<file path="src/rtl/mmu_host_rd_demux.sv">
// Host read data demux: queues {id,len} ordering entries and steers the single
// XDMA read stream to the owning region, regenerating tlast per entry.
module mmu_host_rd_demux #(
  parameter int N_ID       = 4,
  parameter int LEN_BITS   = 28,
  parameter int DATA_BITS  = 512,
  parameter int QDEPTH     = 8,
  localparam int ID_BITS   = (N_ID > 1) ? $clog2(N_ID) : 1,
  localparam int KEEP_BITS = DATA_BITS / 8
) (
  input  logic                        aclk,
  input  logic                        aresetn,
  input  logic                        s_mux_valid,
  output logic                        s_mux_ready,
  input  logic [ID_BITS+LEN_BITS-1:0] s_mux_data,
  input  logic                        s_axis_tvalid,
  output logic                        s_axis_tready,
  input  logic [DATA_BITS-1:0]        s_axis_tdata,
  input  logic [KEEP_BITS-1:0]        s_axis_tkeep,
  input  logic                        s_axis_tlast,
  output logic [N_ID-1:0]             m_axis_tvalid,
  input  logic [N_ID-1:0]             m_axis_tready,
  output logic [DATA_BITS-1:0]        m_axis_tdata,
  output logic [KEEP_BITS-1:0]        m_axis_tkeep,
  output logic                        m_axis_tlast
);

  localparam int BEAT_BYTES = DATA_BITS / 8;
  localparam int BEAT_SHIFT = $clog2(BEAT_BYTES);
  localparam int PTR_BITS   = $clog2(QDEPTH);
  localparam int ENT_BITS   = ID_BITS + LEN_BITS;
  localparam logic [LEN_BITS:0] ROUND_UP = (LEN_BITS+1)'(BEAT_BYTES - 1);
  localparam logic [LEN_BITS:0] CNT_ONE  = (LEN_BITS+1)'(1);
  localparam logic [PTR_BITS:0] PTR_ONE  = (PTR_BITS+1)'(1);
  localparam logic [ID_BITS:0]  N_ID_W   = (ID_BITS+1)'(N_ID);

  typedef enum logic {IDLE, XFER} state_t;

  logic [ENT_BITS-1:0] fifo_mem [QDEPTH];
  logic [PTR_BITS:0]   wr_ptr_reg, rd_ptr_reg;
  logic                fifo_empty, fifo_full, push, pop, beat;
  logic [ENT_BITS-1:0] head;
  logic [ID_BITS-1:0]  head_id;
  logic [LEN_BITS-1:0] head_len;
  logic [LEN_BITS:0]   head_beats;
  state_t              state_reg, state_next;
  logic [ID_BITS-1:0]  cur_id_reg;
  logic [LEN_BITS:0]   cnt_reg;
  logic                id_in_range;
  logic [N_ID-1:0]     region_sel, region_rdy;
  logic                unused_tlast;

  assign unused_tlast = s_axis_tlast;
  assign m_axis_tdata = s_axis_tdata;
  assign m_axis_tkeep = s_axis_tkeep;

  // Ordering FIFO; the extra pointer bit distinguishes full from empty.
  assign fifo_empty  = (wr_ptr_reg == rd_ptr_reg);
  assign fifo_full   = (wr_ptr_reg[PTR_BITS] != rd_ptr_reg[PTR_BITS]) &&
                       (wr_ptr_reg[PTR_BITS-1:0] == rd_ptr_reg[PTR_BITS-1:0]);
  assign s_mux_ready = !fifo_full;
  assign push        = s_mux_valid && !fifo_full;

  always_ff @(posedge aclk) begin
    if (push) fifo_mem[wr_ptr_reg[PTR_BITS-1:0]] <= s_mux_data;
  end

  always_ff @(posedge aclk) begin
    if (!aresetn) begin
      wr_ptr_reg <= '0;
      rd_ptr_reg <= '0;
    end else begin
      if (push) wr_ptr_reg <= wr_ptr_reg + PTR_ONE;
      if (pop)  rd_ptr_reg <= rd_ptr_reg + PTR_ONE;
    end
  end

  // Head decode; the extra bit keeps the round-up from overflowing.
  assign head       = fifo_mem[rd_ptr_reg[PTR_BITS-1:0]];
  assign head_id    = head[ENT_BITS-1:LEN_BITS];
  assign head_len   = head[LEN_BITS-1:0];
  assign head_beats = ({1'b0, head_len} + ROUND_UP) >> BEAT_SHIFT;

  assign id_in_range = ({1'b0, cur_id_reg} < N_ID_W);

  generate
    for (genvar gi = 0; gi < N_ID; gi++) begin : g_region
      assign region_sel[gi] = (cur_id_reg == ID_BITS'(gi));
      assign region_rdy[gi] = region_sel[gi] && m_axis_tready[gi];
    end
  endgenerate

  assign beat = s_axis_tvalid && s_axis_tready;

  always_ff @(posedge aclk) begin
    if (!aresetn) state_reg <= IDLE;
    else          state_reg <= state_next;
  end

  always_comb begin
    state_next = state_reg;
    case (state_reg)
      IDLE:    if (pop && (head_beats != '0)) state_next = XFER;
      XFER:    if (beat && (cnt_reg == '0))   state_next = IDLE;
      default: state_next = IDLE;
    endcase
  end

  // Out-of-range ids drain their beats with every region valid held low.
  always_comb begin
    pop           = 1'b0;
    s_axis_tready = 1'b0;
    m_axis_tvalid = '0;
    m_axis_tlast  = 1'b0;
    case (state_reg)
      IDLE: pop = !fifo_empty;
      XFER: begin
        s_axis_tready = id_in_range ? |region_rdy : 1'b1;
        m_axis_tvalid = s_axis_tvalid ? region_sel : '0;
        m_axis_tlast  = (cnt_reg == '0);
      end
      default: ;
    endcase
  end

  always_ff @(posedge aclk) begin
    if (!aresetn) begin
      cur_id_reg <= '0;
      cnt_reg    <= '0;
    end else if (pop) begin
      cur_id_reg <= head_id;
      cnt_reg    <= head_beats - CNT_ONE;
    end else if (beat && (cnt_reg != '0)) begin
      cnt_reg    <= cnt_reg - CNT_ONE;
    end
  end

endmodule
</file>
<file path="config.mk">
export PLATFORM = sky130hd
export DESIGN_NAME = mmu_host_rd_demux
export DESIGN_NICKNAME = d
export VERILOG_FILES = /design/src/rtl/mmu_host_rd_demux.sv
export SDC_FILE = /design/constraint.sdc
export NUM_CORES = 1
export LEC_CHECK = 0
export BUFFER_PORTS_ARGS = -buffer_cell sky130_fd_sc_hd__buf_2
export CORE_AREA = 2 2 473 475
export DETAILED_ROUTE_END_ITERATION = 8
export DIE_AREA = 0 0 475 477
export GPL_TIMING_DRIVEN = 0
export RECOVER_POWER = 50
export SYNTH_ARGS = -nofsm -noshare
export SYNTH_HDL_FRONTEND = slang
export SYNTH_SLANG_ARGS = --single-unit
</file>
<file path="constraint.sdc">
create_clock -name aclk -period 4.79 [get_ports aclk]
set_clock_uncertainty 0.05 [all_clocks]
set_input_delay 0.479 -clock aclk [delete_from_list [all_inputs] [get_ports aclk]]
set_output_delay 0.479 -clock aclk [all_outputs]
set_load 0.05 [all_outputs]
</file>
==> impl_metrics.toml, run 1 <==
[run_status]
status = "complete, no violations"

[cts]
path_clk_slew_ps = 70
cts.path.max_buffers = 3
cts_resized = 0
tritoncts = "yes"
cts_setup_buffers = 0
cts_inserted_buffers = 27
clock-sinks = 283
clock_latency_ps = 550
cts_max_level = 1
root_buffer = "clkbuf_16"
ctsHoldBuffers = 0

[placement]
post-dp-hpwl_um = 211600
dpl_cell_area_um2 = 23700
place.port_buffers = 619
place_ws_ps = 617.9
gp_congestion = 1.180

[synth]
synth_edf_count = 240
ys_ff_latch = 283
synth_ff_type = "edfxtp_1"
ys_async_sr_fraction = 0
syn_nets = 1984
synth_area_um2 = 16570
ys_seq_area_frac = 0.4869
synth_cell_types = 79
synth_warnings = 0
syn_avg_cell_area_um2 = 12.15
synth_cells = 1364

[floorplanning]
die-area_um2 = 226600
num_io_pins = 1198
rows = 173
dieHeight_um = 477
start_util = 0.07482
core-area_um2 = 221400
die-width_um = 475

[route]
postRouteWirelength_um = 221500
drt_pass1_iterations = 5
via_per_inst = 2.834
ant_nets = 0
drcViolationCount = 0
drt_iter0_drc = 1044
routed-via-count = 14300
wl_per_cell_um = 43.90

[sta]
finalMaxSlewViolations = 0
fin_tns_setup_ps = 0
fin_ws_ps = 579.9
slew_headroom = 0.3265
hold_viol_final = 0
timing.hold.ws_ps = 224.1
fmax_mhz = 237.5
rsz0062_at_grt = "false"
final-setup-viol-count = 0
tightest_slew_ps = 982.2
fin_crit_ps = 4210
fin_crit_sh = 0.8789

[global_routing]
antenna_found_initial = 275
grt_max_degree = 28
grt_pass1_wl_um = 247400
grt_pass1_vias = 13270
grt_use_total = 0.1870
grt_overflow_total = 0

[power]
ir_drop_v = 0.0003644
leakagePower_nw = 8.813
power_w = 0.009286
p_per_area_nw_per_um2 = 383.7

[cells_and_area]
seqCellArea_um2 = 8068
multi_input_area_um2 = 3933
fillers = 25550
layout_common_cells = "buf_4, clkbuf_1, buf_2"
largest_register_ffs = 240
drive_above_1_share = 0.4998
stdcell_area_um2 = 24200
area_delta_synth_final_pct = 46.06
final_common_cell = "buf_4"
fin_nets = 2653

[critical_path]
start_kind = "register"
required_ps = 5150
cpPeakStageDelay_ps = 430
r2r-end = "cnt_reg[18]"
worst-r2r-cell-count = 13
crit_top_cell = "buf_4"
cp_slowest_cell = "a2111oi_0"
r2r_slack_ps = 580
cp_max_fo = 10
worstSetupEndpoint = "cnt_reg[18]"
arrival_ps = 4570
end_kind = "register"
crit_path_cell_trace = "buf_4, inv_1, buf_4, o41ai_1, o22ai_1, o21a_1, xnor2_1, ha_1, clkbuf_1, o21ai_1, nand2b_1, a2111oi_0, a211oi_1"
critical_path_class = "register to register"

[worst_hold_path]
min-delay-path-class = "input pin to register"

[flow_run]
drv_cap = 0
-- synthesized netlist by cell type (4+ instances only) --
cell type / count / area, um^2
nand2b_1: 10 / 62.56
dfxtp_1: 43 / 860.8
a21oi_1: 20 / 100.1
xor2_1: 27 / 236.5
mux2_2: 6 / 67.56
mux4_2: 49 / 1104
xnor2_1: 24 / 210.2
or4_1: 10 / 75.07
edfxtp_1: 240 / 7207
a211oi_1: 17 / 127.6
clkbuf_1: 16 / 60.06
nor3_1: 20 / 100.1
a21o_1: 4 / 30.03
nand3_1: 8 / 40.04
buf_2: 7 / 35.03
buf_4: 583 / 4377
or3_1: 13 / 81.33
inv_1: 8 / 30.03
buf_6: 5 / 56.30
nor4_1: 18 / 112.6
o21ai_0: 13 / 65.06
o31ai_1: 5 / 37.54
mux2i_2: 4 / 55.05
ha_1: 5 / 62.56
nor2_1: 54 / 202.7
mux2i_1: 17 / 170.2
and4_1: 4 / 35.03
and2_1: 5 / 31.28
nand4_1: 5 / 31.28
a311oi_1: 4 / 35.03
nand2_1: 52 / 195.2
nor3b_1: 6 / 45.04
-- worst min path at each step --
| stage | slack, ps | depth (start not counted) | end | from |
|---|---|---|---|---|
| 5_1_grt | 240 | 1 | fifo_mem[3][27] | s_mux_data[27] |
| 3_5_place_dp | 470 | 2 | cnt_reg[2] | cnt_reg[2] |
| 6_report | 220 | 1 | fifo_mem[3][27] | s_mux_data[27] |
| 3_3_place_gp | 450 | 2 | cnt_reg[28] | cnt_reg[28] |
| 2_1_floorplan | 430 | 2 | cnt_reg[2] | cnt_reg[2] |
| 4_1_cts | 130 | 1 | fifo_mem[7][8] | s_mux_data[8] |
-- metal layers --
metal | part of all wire | up-vias | global-route usage
met5 | 0.0035 | - | 0.001066
met4 | 0.027 | 122 | 0.02651
met3 | 0.16 | 509 | 0.1274
met2 | 0.42 | 1273 | 0.2835
met1 | 0.39 | 6767 | 0.2199
li1 | - | 5628 | -
-- layout make-up --
| type | count | share of cell area |
|---|---|---|
| sequential | 283 | 0.3334 |
| buffer | 615 | 0.1890 |
| multi-input combinational | 456 | 0.1625 |
| tap | 2975 | 0.1538 |
| timing repair buffer | 640 | 0.1212 |
| clock buffer | 31 | 0.02854 |
| clock inverter | 16 | 0.007807 |
| antenna | 20 | 0.002068 |
| inverter | 10 | 0.001655 |
-- power by group --
group,leakage [nW],switching [W],internal [W]
combinational,5.85,0.00288,0.00127
sequential,2.53,0.000143,0.00284
clock,0.433,0.000905,0.00125
total,8.81,0.00393,0.00536
-- metrics by stage --
step,utilization,std cells
6_report,0.1093,5046
5_1_grt,0.1091,5034
4_1_cts,0.1110,5026
3_5_place_dp,0.1070,4979
3_3_place_gp,0.1056,4958
2_1_floorplan,-,1364
-- cells by family (layout without fill, tap and decap cells) --
group                    count (synthesis)  after routing  share of synthesized area
buffers and inverters                  625           1312                     0.2784
flip-flops                             283            283                     0.4869
AND/OR/NAND/NOR                        229            229                    0.07627
AO/OA/AOI/OAI                           93             93                    0.04040
multiplexers                            78             78                    0.08722
XOR/XNOR                                51             51                    0.02696
adder cells (fa/ha/maj)                  5              5                   0.003776
other                                    0             20                          0
-- worst max-delay path: cells and delay by family (launching register included) --
family	cells	cell delay (ps)
adder cells (fa/ha/maj)	1	230
AND/OR/NAND/NOR	1	320
AO/OA/AOI/OAI	6	1790
XOR/XNOR	1	400
buffers and inverters	4	950
flip-flops	1	320
No activity file was read; power rests on OpenSTA's default activity.
==> run 2: changes to the inputs <==
Settings changed: PLACE_DENSITY from default to 0.34, REMOVE_ABC_BUFFERS from default to 1.
==> impl_metrics.toml, run 2 (same netlist as run 1, synthesis figures left out) <==
[sta]
final-setup-viol-count = 0
slew_headroom = 0.1174
rsz0062_at_grt = "false"
fin_tns_setup_ps = 0
fmax_mhz = 231.5
fin_crit_ps = 4320
fin_crit_sh = 0.9019
finalMaxSlewViolations = 0
hold_viol_final = 0
fin_ws_ps = 469.8
tightest_slew_ps = 1322

[route]
drt_iter0_drc = 1703
drcViolationCount = 0
postRouteWirelength_um = 395800
ant_nets = 0
routed-via-count = 11770
drt_pass1_iterations = 5
via_per_inst = 3.040
wl_per_cell_um = 102.2

[cts]
cts.path.max_buffers = 3
cts_max_level = 2
path_clk_slew_ps = 60
root_buffer = "clkbuf_16"
cts_inserted_buffers = 34
clock_latency_ps = 550
clock-sinks = 283
tritoncts = "yes"

[global_routing]
grt_use_total = 0.3396
grt_pass1_wl_um = 417700
antenna_found_initial = 20
gr-max-usage-layer = "met2"
grt.met1_usage = 0.06204
grt_max_degree = 49
use_met2 = 0.5888
grt_use_met3 = 0.4948
grt_overflow_total = 0
grt_pass1_vias = 9032

[cells_and_area]
final_util = 0.07958
drive_above_1_share = 0.2233
area_delta_synth_final_pct = 6.359
largest_register_ffs = 240
final_common_cell = "edfxtp_1"
layout_common_cells = "edfxtp_1, nand2_1, nor2_1"
stdcell_count = 3872
fin_nets = 1486

[critical_path]
start_kind = "register"
cp_max_fo = 48
critical_path_class = "register to register"
worst-r2r-cell-count = 9
arrival_ps = 4630
required_ps = 5100
end_kind = "register"

[floorplanning]
die-width_um = 475
dieHeight_um = 477
rows = 173
die-area_um2 = 226600
start_util = 0.07482
core-area_um2 = 221400
num_io_pins = 1198

[placement]
place_ws_ps = -232.4
placed_cells = 3798
place.port_buffers = 44
post-dp-hpwl_um = 382100
gp_congestion = 1.406

[power]
p_per_area_nw_per_um2 = 452.4
leakagePower_nw = 4.756
ir_drop_v = 0.0002370

[worst_hold_path]
min-delay-path-class = "input pin to register"
holdPathStages = 1

[flow_run]
drv_cap = 0

[run_status]
status = "complete, no violations"
[run 2: repair_timing]
item | CTS | global route
buffers inserted | 1 | 6
hold buffers | 0 | 0
endpoints found under the setup margin | 1 | 4
resized for setup | 0 | 1
pin swaps | 1 | 0
[run 2: path summary, 6_finish.rpt]
path | startpoint | to | slack [ps]
hold / removal | s_mux_data[23] | fifo_mem[3][23] | 240
setup / recovery | register | state_reg | 470
setup reg to reg | register | state_reg | 470
hold reg to reg | cnt_reg[28] | cnt_reg[28] | 490
[run 2: critical path, cell delays in order, from the launching register on]
cell	delay, ps
dfxtp_4	930
mux4_2	370
mux2i_2	180
or3_1	400
or4_4	470
nor4b_4	370
a21oi_2	220
or3_1	430
o31ai_1	530
a21oi_1	130
[run 2: routing by layer]
layer / part of all wire / up-vias
met2: 0.49 / 2922
met4: 0.11 / 112
met3: 0.31 / 395
met1: 0.071 / 5078
met5: 0.025 / -
li1: - / 3264
[run 2: power by group]
group	total, W	switching, W	internal [W]
Combinational	0.00211	0.00128	0.000830
Clock	0.00277	0.00107	0.00170
Sequential	0.00308	0.000244	0.00284
[run 2: layout make-up]
cell class                      count  area, um^2
Antenna cell                        6       15.01
Clock buffer                       51        1026
Clock inverter                     10       167.7
Fill cell                       25540      203800
Inverter                           10       43.79
Multi-Input combinational cell    456        3950
Sequential cell                   283        8077
Tap cell                         2975        3722
Timing Repair Buffer               81       620.6
[run 2: metrics by stage]
step	instance area [um^2]	hold WS [ps]	power, W
after floorplan	12000	430.1	0.004437
after global placement	15940	457.4	0.005188
after detailed placement	16390	466.8	0.005234
after CTS	17600	115.0	0.008028
after global routing	17610	242.0	0.008339
final	17620	243.6	0.007972
==> run 3: changes to the inputs <==
Settings changed: CORE_AREA 2 2 473 475 to 2 2 472 474, DIE_AREA 0 0 475 477 to 0 0 474 476.
==> impl_metrics.toml, run 3 (same netlist as run 1, synthesis figures left out) <==
[run_status]
status = "complete, no violations"

[cells_and_area]
final_common_cell = "edfxtp_1"
fillers = 25520
area_delta_synth_final_pct = 6.087
drive_above_1_share = 0.2180
fin_nets = 1483
largest_register_ffs = 240
layout_common_cells = "edfxtp_1, nand2_1, nor2_1"
antenna_cells = 0
stdcell_area_um2 = 17580

[route]
postRouteWirelength_um = 395200
ant_nets = 0
via_per_inst = 2.895
routed-via-count = 11190
drt_iter0_drc = 1306
drcViolationCount = 0
wl_per_cell_um = 102.3
drt_pass1_iterations = 5

[floorplanning]
start_util = 0.07497
die-area_um2 = 225600
num_io_pins = 1198
rows = 173
dieHeight_um = 476
die-width_um = 474
core-area_um2 = 221000

[sta]
fin_crit_sh = 0.9307
hold_viol_final = 0
rsz0062_at_grt = "false"
finalMaxSlewViolations = 0
timing.hold.ws_ps = 241.6
fin_crit_ps = 4458
final-setup-viol-count = 0
fin_tns_setup_ps = 0
tightest_slew_ps = 1338
slew_headroom = 0.1070
fmax_mhz = 224.3

[flow_run]
drv_cap = 0

[critical_path]
worst-r2r-cell-count = 10
arrival_ps = 3930
critical_path_class = "register to output port"
end_kind = "output port"
cp_max_fo = 9
start_kind = "register"
required_ps = 4260
r2r_slack_ps = 380
r2r-end = "cnt_reg[12]"

[global_routing]
grt_overflow_total = 0
grt_pass1_vias = 9129
grt_max_degree = 35
grt_use_total = 0.3409
antenna_found_initial = 20
grt_pass1_wl_um = 415800

[worst_hold_path]
min_from = "s_mux_data[11]"
min-delay-path-class = "input pin to register"
hold_end = "fifo_mem[7][11]"
holdPathStages = 1

[power]
leakagePower_nw = 4.722
power_w = 0.007899
p_per_area_nw_per_um2 = 449.4
ir_drop_v = 0.0002017

[cts]
root_buffer = "clkbuf_16"
cts.path.max_buffers = 3
cts_inserted_buffers = 35
clock-sinks = 283
cts_max_level = 2
clock_latency_ps = 550
tritoncts = "yes"
path_clk_slew_ps = 60

[placement]
place.port_buffers = 44
gp_congestion = 1.437
dpl_cell_area_um2 = 16410
post-dp-hpwl_um = 382100
[run 3: cell types whose count changed in the layout (fill, tap and decap cells not counted)]
cell | previous run | this run
clkinv_1 | 1 | 5
clkinvlp_4 | 1 | 3
buf_6 | 20 | 21
inv_16 | 1 | 0
clkinv_8 | 0 | 1
clkbuf_1 | 37 | 36
clkinv_4 | 0 | 4
inv_1 | 7 | 8
buf_16 | 0 | 1
diode_2 | 6 | 0
buf_4 | 9 | 3
clkbuf_8 | 9 | 1
clkbuf_16 | 35 | 36
[run 3: repair_timing]
| item | 4_1_cts | 5_1_grt |
|---|---|---|
| resized for setup | 0 | 0 |
| pin swaps | 0 | 1 |
| hold endpoints to repair | 0 | 0 |
| buffers inserted | 1 | 2 |
| hold buffers | 0 | 0 |
| setup endpoints to repair | 1 | 7 |
[run 3: critical path, cell delays in order, from the launching register on]
cell      delay, ps
dfxtp_1         350
or4_1           650
or4b_1          620
nor4bb_2        910
and2_1          500
buf_2           350
[run 3: metrics by stage]
step	utilization	std cells	setup slack, ps
final	0.07953	3865	332.2
after global routing	0.07953	3865	114.6
after CTS	0.07963	3863	50.16
after detailed placement	0.07423	3798	34.21
after global placement	0.07212	3768	-3231
after floorplan	-	749	-281.6
[run 3: layer usage]
| layer | vias to the layer above | part of all wire | GRT usage |
|---|---|---|---|
| met5 | - | 0.022 | 0.2789 |
| met4 | 96 | 0.12 | 0.3187 |
| met3 | 458 | 0.29 | 0.4699 |
| met2 | 2620 | 0.48 | 0.5825 |
| met1 | 4757 | 0.091 | 0.08144 |
| li1 | 3260 | - | - |
[run 3: how the worst max path moves through the flow]
stage | slack [ps] | depth (start not counted) | to | from
6_report | 330 | 5 | m_axis_tlast | cnt_reg[12]
2_1_floorplan | -280 | 9 | cnt_reg[15] | register
4_1_cts | 50 | 9 | state_reg | register
5_1_grt | 110 | 5 | m_axis_tlast | cnt_reg[12]
3_5_place_dp | 30 | 9 | state_reg | register
3_3_place_gp | -3230 | 6 | fifo_mem[4][22] | wr_ptr_reg[1]
[run 3: layout make-up]
class | count | area, um^2 | area share
Timing Repair Buffer | 77 | 614.3 | 0.03495
Clock inverter | 21 | 236.5 | 0.01345
Clock buffer | 43 | 937.1 | 0.05332
Inverter | 10 | 40.04 | 0.002278
Tap cell | 2975 | 3722 | 0.2118
Sequential cell | 283 | 8077 | 0.4595
Multi-Input combinational cell | 456 | 3950 | 0.2247
[run 3: power breakdown]
part,leakage [nW],switching [W],internal (W),total (W)
logic,1.62,0.00130,0.000824,0.00212
registers,2.54,0.000232,0.00284,0.00307
clock network,0.562,0.00108,0.00162,0.00270
